<file path="src/rtl/seq_divider_if.sv">
// -----------------------------------------------------------------------------
// seq_divider_if
// Operand/result handshake bundle for the sequential divider.
//   in_valid / in_ready   : operand handshake (dividend, divisor sampled on accept)
//   cancel                : abort of an operation in progress
//   out_valid / out_ready : result handshake (quotient, remainder, div_zero)
//   busy                  : divider is iterating
// Modports:
//   master : operand producer / result consumer
//   slave  : the divider itself
// -----------------------------------------------------------------------------
interface seq_divider_if #(
   parameter int unsigned WIDTH  = 14,
   parameter int unsigned DWIDTH = 4
) ();

   logic              in_valid;
   logic              in_ready;
   logic [WIDTH-1:0]  dividend;
   logic [DWIDTH-1:0] divisor;
   logic              cancel;
   logic              out_valid;
   logic              out_ready;
   logic [WIDTH-1:0]  quotient;
   logic [DWIDTH-1:0] remainder;
   logic              div_zero;
   logic              busy;

   modport master (
      output in_valid, dividend, divisor, cancel, out_ready,
      input  in_ready, out_valid, quotient, remainder, div_zero, busy
   );

   modport slave (
      input  in_valid, dividend, divisor, cancel, out_ready,
      output in_ready, out_valid, quotient, remainder, div_zero, busy
   );

endinterface

</file>
<file path="src/rtl/seq_divider.sv">
// -----------------------------------------------------------------------------
// seq_divider
// Unsigned restoring radix-2 divider, one quotient bit per clock.
// Ports:
//   clk : system clock, all state on the rising edge
//   rst : asynchronous reset, active-high
//   bus : seq_divider_if.slave
//         in_valid/in_ready + dividend/divisor : operand handshake
//         cancel                               : abort while iterating
//         out_valid/out_ready + quotient/remainder/div_zero : result handshake
//         busy                                 : high while iterating
// A zero divisor skips iteration and returns quotient all-ones,
// remainder = low dividend bits, div_zero = 1.
// -----------------------------------------------------------------------------
module seq_divider #(
   parameter int unsigned WIDTH  = 14,
   parameter int unsigned DWIDTH = 4
) (
   input  logic        clk,
   input  logic        rst,
   seq_divider_if.slave bus
);

   localparam int unsigned CNTW = $clog2(WIDTH + 1);

   typedef enum logic [1:0] {
      StIdle,
      StRun,
      StDone
   } state_e;

   state_e r_state;
   state_e w_state_next;

   logic [CNTW-1:0]   r_cnt;
   logic [WIDTH-1:0]  r_shift;   // dividend shifts out the top, quotient bits in the bottom
   logic [DWIDTH-1:0] r_prem;    // partial remainder; always < divisor so DWIDTH bits suffice
   logic [DWIDTH-1:0] r_div;
   logic [WIDTH-1:0]  r_quot;
   logic [DWIDTH-1:0] r_rem;
   logic              r_dz;

   logic              w_accept;
   logic              w_zero;
   logic              w_last;
   logic [DWIDTH:0]   w_prem_shift;
   logic [DWIDTH:0]   w_prem_sub;
   logic [DWIDTH-1:0] w_prem_next;
   logic              w_qbit;
   logic [WIDTH-1:0]  w_shift_next;
   logic              w_unused;

   assign w_accept = (r_state == StIdle) && bus.in_valid && !bus.cancel;
   assign w_zero   = (bus.divisor == '0);
   assign w_last   = (r_cnt == CNTW'(1));

   // One restoring step on the DWIDTH+1 bit shifted partial remainder
   assign w_prem_shift = {r_prem, r_shift[WIDTH-1]};
   assign w_qbit       = (w_prem_shift >= {1'b0, r_div});
   assign w_prem_sub   = w_prem_shift - {1'b0, r_div};
   assign w_prem_next  = w_qbit ? w_prem_sub[DWIDTH-1:0] : w_prem_shift[DWIDTH-1:0];
   assign w_shift_next = {r_shift[WIDTH-2:0], w_qbit};

   // The difference MSB is zero whenever it is selected
   assign w_unused = w_prem_sub[DWIDTH];

   // State register
   always_ff @(posedge clk or posedge rst) begin
      if (rst) begin
         r_state <= StIdle;
      end else begin
         r_state <= w_state_next;
      end
   end

   // Next-state logic
   always_comb begin
      w_state_next = r_state;
      unique case (r_state)
         StIdle: begin
            if (w_accept) begin
               w_state_next = w_zero ? StDone : StRun;
            end
         end
         StRun: begin
            if (bus.cancel) begin
               w_state_next = StIdle;
            end else if (w_last) begin
               w_state_next = StDone;
            end
         end
         StDone: begin
            if (bus.out_ready) begin
               w_state_next = StIdle;
            end
         end
         default: w_state_next = StIdle;
      endcase
   end

   // Outputs decoded from the state register only
   always_comb begin
      bus.in_ready  = (r_state == StIdle);
      bus.busy      = (r_state == StRun);
      bus.out_valid = (r_state == StDone);
   end

   // Datapath
   always_ff @(posedge clk or posedge rst) begin
      if (rst) begin
         r_cnt   <= '0;
         r_shift <= '0;
         r_prem  <= '0;
         r_div   <= '0;
         r_quot  <= '0;
         r_rem   <= '0;
         r_dz    <= 1'b0;
      end else begin
         unique case (r_state)
            StIdle: begin
               if (w_accept) begin
                  r_div   <= bus.divisor;
                  r_shift <= bus.dividend;
                  r_prem  <= '0;
                  r_dz    <= 1'b0;
                  if (w_zero) begin
                     r_cnt  <= '0;
                     r_quot <= '1;
                     r_rem  <= bus.dividend[DWIDTH-1:0];
                     r_dz   <= 1'b1;
                  end else begin
                     r_cnt <= CNTW'(WIDTH);
                  end
               end
            end
            StRun: begin
               if (!bus.cancel) begin
                  r_prem  <= w_prem_next;
                  r_shift <= w_shift_next;
                  r_cnt   <= r_cnt - CNTW'(1);
                  // Result ports only change when an operation completes
                  if (w_last) begin
                     r_quot <= w_shift_next;
                     r_rem  <= w_prem_next;
                  end
               end
            end
            default: ;
         endcase
      end
   end

   assign bus.quotient  = r_quot;
   assign bus.remainder = r_rem;
   assign bus.div_zero  = r_dz;

endmodule

</file>
<file path="src/flat_wrapper.sv">
// flat-port wrapper written by rule: the top's interface ports become plain ports
module seq_divider_flat 
#(
   parameter int unsigned WIDTH  = 14,
   parameter int unsigned DWIDTH = 4
)
  (clk, rst, bus_in_valid, bus_dividend, bus_divisor, bus_cancel, bus_out_ready, bus_in_ready, bus_out_valid, bus_quotient, bus_remainder, bus_div_zero, bus_busy);
  seq_divider_if #(.WIDTH(WIDTH), .DWIDTH(DWIDTH)) bus_i ();
  input  logic clk;
  input  logic rst;
  input wire logic [$bits(bus_i.in_valid)-1:0] bus_in_valid;
  input wire logic [$bits(bus_i.dividend)-1:0] bus_dividend;
  input wire logic [$bits(bus_i.divisor)-1:0] bus_divisor;
  input wire logic [$bits(bus_i.cancel)-1:0] bus_cancel;
  input wire logic [$bits(bus_i.out_ready)-1:0] bus_out_ready;
  output wire logic [$bits(bus_i.in_ready)-1:0] bus_in_ready;
  output wire logic [$bits(bus_i.out_valid)-1:0] bus_out_valid;
  output wire logic [$bits(bus_i.quotient)-1:0] bus_quotient;
  output wire logic [$bits(bus_i.remainder)-1:0] bus_remainder;
  output wire logic [$bits(bus_i.div_zero)-1:0] bus_div_zero;
  output wire logic [$bits(bus_i.busy)-1:0] bus_busy;
  assign bus_i.in_valid = bus_in_valid;
  assign bus_i.dividend = bus_dividend;
  assign bus_i.divisor = bus_divisor;
  assign bus_i.cancel = bus_cancel;
  assign bus_i.out_ready = bus_out_ready;
  assign bus_in_ready = bus_i.in_ready;
  assign bus_out_valid = bus_i.out_valid;
  assign bus_quotient = bus_i.quotient;
  assign bus_remainder = bus_i.remainder;
  assign bus_div_zero = bus_i.div_zero;
  assign bus_busy = bus_i.busy;
  seq_divider #(.WIDTH(WIDTH), .DWIDTH(DWIDTH)) u_core (.clk(clk), .rst(rst), .bus(bus_i));
endmodule
</file>
<file path="config.mk">
export PLATFORM = sky130hd
export DESIGN_NAME = seq_divider_flat
export DESIGN_NICKNAME = d
export VERILOG_FILES = /design/src/rtl/seq_divider_if.sv /design/src/rtl/seq_divider.sv /design/src/flat_wrapper.sv
export SDC_FILE = /design/constraint.sdc
export NUM_CORES = 1
export LEC_CHECK = 0
export ABC_AREA = 1
export BUFFER_PORTS_ARGS = -buffer_cell sky130_fd_sc_hd__buf_4
export CORE_UTILIZATION = 40
export CTS_BUF_LIST = sky130_fd_sc_hd__clkbuf_2 sky130_fd_sc_hd__clkbuf_4 sky130_fd_sc_hd__clkbuf_8
export DETAILED_ROUTE_END_ITERATION = 6
export SKIP_LAST_GASP = 1
export SLEW_MARGIN = 20
export SYNTH_ARGS = -nofsm -noshare
export SYNTH_HDL_FRONTEND = slang
export SYNTH_SLANG_ARGS = --single-unit
</file>
<file path="constraint.sdc">
create_clock -name clk -period 1.72 [get_ports clk]
set_clock_uncertainty 0.2 [all_clocks]
set_input_delay 0.172 -clock clk [delete_from_list [all_inputs] [get_ports clk]]
set_output_delay 0.172 -clock clk [all_outputs]
set_load 0.05 [all_outputs]
</file>
==> flow_summary.yaml <==
drt:
  ant_nets: 0
  remaining_drc_errors: 0
  drtIter0Drc: 67
  wl_um: 5520
  via_count: 2168
  viasPerCell: 4.85
  drt-wirelength-per-cell_um: 12.4
  drtPass1Iterations: 4
yosys:
  ys_types: 24
  avgSynthCellArea_um2: 8.10
  syn_area_um2: 2320
  seq_area_frac_synth: 0.506
  synth_area_leaders: "dfrtp_1, nand2_1, inv_1"
  ys_warn_count: 0
  synth_cells: 287
  synth-seq-cells: 47
  yosys.area.top_type: "dfrtp_1"
  synth_nets: 317
  yosys.area.top_type_share: 0.506
placement:
  gp_congestion: 0.824
  io_buffers: 44
  dp_hpwl_um: 3780
  dp.cells: 417
  post-place-ws_ps: -99.9
critical_path:
  required_ps: 1720
  crit_path_max_fanout: 2
  cp_top_family: "adder cells"
  worstPathArrival_ps: 1730
  cp_common_cell: "nand2_1"
  worst-path-buf-inv: 2
  crit_type: "reg -> reg"
  end_kind: "register"
  cp_slowest_cell: "dfrtp_1"
  worstPathCellList: "inv_2 > ha_4 > inv_2 > fa_2 > xor2_2 > nand3_2 > nand2_1 > nand2_1 > nand2_1"
  cpPeakStageDelay_ps: 400
  crit_path_start_kind: "register"
die:
  ioPinCount: 45
  core_um2: 5540
  start_util: 0.420
  die_w_um: 78.2
  die_h_um: 78.2
  rows: 27
  design.die.area_um2: 6120
timing:
  fmax_ghz: 0.577
  fin_ws_ps: -14.0
  max-slew-margin-rel: 0.708
  hold_violations: 0
  setup_violations: 1
  finalCritPeriodShare: 1.01
  maxSlewViolCount: 0
  whs_ps: 31.7
  worst_pin_slew_ps: 437
  rsz0062_at_grt: "yes"
  period_needed_ps: 1730
cts:
  insertion_delay_ps: 300
  clk_pin_slew_ps: 90
  clock_sinks: 47
  cts_tree: "yes"
  cts_buffers: 5
  clk_path_buf_depth: 2
  cts_root_buffer: "clkbuf_8"
  htreeDepth: 2
final_layout:
  nets: 404
  drive_gt1_frac: 0.312
  stdcell_count: 447
  diodes: 0
  layout_common_cells: "nand2_1, buf_4, dfrtp_1, inv_1, o21ai_0"
  layout_commonest_cell: "nand2_1"
  synthToLayoutAreaGrowth_pct: 48.2
global_route:
  antenna_found_initial: 0
  grt_pass1_vias: 2166
  grt_max_degree: 30
  grt_overflow: 0
  grt_pass1_wl_um: 9470
  groute.usage.overall: 0.196
run_status:
  violations: "negative setup slack"
  status: "complete, but fails checks"
run:
  drv_cap: 0
pwr:
  vdd_drop_max_mv: 0.823
  powerDensity_nw_per_um2: 1600
  p_leak_uw: 0.00178
min_path:
  min_path_type: "in -> reg"
-- report_power, final --
part           total (µW)  internal [µW]  switching, µW
clock                 974            597            377
combinational        2800           1060           1740
sequential           1730           1510            227
-- final timing paths --
kind	to	depth (start not counted)	slack, ps	start
hold reg to reg	u_core.bus.quotient[11]$_DFFE_PP0P_	2	290	u_core.bus.quotient[11]$_DFFE_PP0P_
setup reg to reg	u_core.r_prem[2]$_DFFE_PP0P_	9	-10	u_core.r_shift[13]$_DFFE_PP0P_
hold / removal	u_core.r_shift[13]$_DFFE_PP0P_	3	30	bus_dividend[13]
max in group asynchronous	u_core.bus.remainder[0]$_DFFE_PP0P_	4	600	rst
setup / recovery	u_core.r_prem[2]$_DFFE_PP0P_	9	-10	u_core.r_shift[13]$_DFFE_PP0P_
min in group asynchronous	u_core.r_shift[5]$_DFFE_PP0P_	3	220	rst
-- state kept, by name (all words and copies together) (netlist names) --
name                  cells
u_core.bus.quotient      14
u_core.r_shift           14
u_core.bus.remainder      4
u_core.r_cnt              4
u_core.r_div              4
u_core.r_prem             4
u_core.r_state            2
u_core.bus.div_zero       1
-- area by class of cell --
type | instances | area (µm²)
Clock buffer | 6 | 76.3
Timing Repair Buffer | 90 | 803
Clock inverter | 2 | 60.1
Sequential cell | 47 | 1180
Multi-Input combinational cell | 193 | 1090
Fill cell | 529 | 2100
Tap cell | 72 | 90.1
Inverter | 37 | 149
-- through the flow --
step | instance area [µm²] | utilization | total power (µW) | TNS (ps)
final | 3440 | 0.622 | 5510 | -14.0
after global routing | 3440 | 0.622 | 5870 | -686
after CTS | 3270 | 0.591 | 5280 | -14.4
after detailed placement | 2900 | 0.523 | 4200 | -392
after global placement | 2900 | 0.523 | 4160 | -159
after floorplan | 2330 | - | 3360 | -15.6
-- synth_stat cells (all sizes together) --
library cell  instances
a21oi                 6
a31oi                 4
buf                  10
dfrtp                47
fa                    1
ha                    6
inv                  37
nand2                99
nand3                13
nand4                 4
nor2                 20
o211ai               10
o21a                  1
o21ai                21
o31ai                 1
or2                   5
xor2                  2
-- cells by family (layout without fill, tap and decap cells) --
family | after synthesis | count (layout) | share of synthesized area
fa+ha+maj | 7 | 7 | 0.0409
compound gates | 43 | 43 | 0.108
flops | 47 | 47 | 0.506
simple gates | 141 | 141 | 0.252
buf+inv | 47 | 135 | 0.0861
xor+xnor | 2 | 2 | 0.00754
-- tightest hold or removal path: cells and delay by family --
family	cells	cell delay [ps]
compound gates	2	230
buf+inv	1	80
-- metal layers --
layer / share of wire / global-route usage / vias to the layer above / wire, µm
li1: - / - / 1081 / -
met1: 0.46 / 0.241 / 1038 / 2560
met2: 0.49 / 0.346 / 40 / 2690
met3: 0.035 / 0.0326 / 9 / 195
met4: 0.013 / 0.0648 / 0 / 74
met5: 0 / 0 / - / 0
-- what timing repair did --
action                                 CTS  global route
hold buffers                            19             0
gates cloned                             0             1
pin swaps                                5            14
setup buffers                            0             2
setup endpoints to repair               21            38
gates resized for setup                 14            34
endpoints found under the hold margin   37             0
No activity file was read; power rests on OpenSTA's default activity.
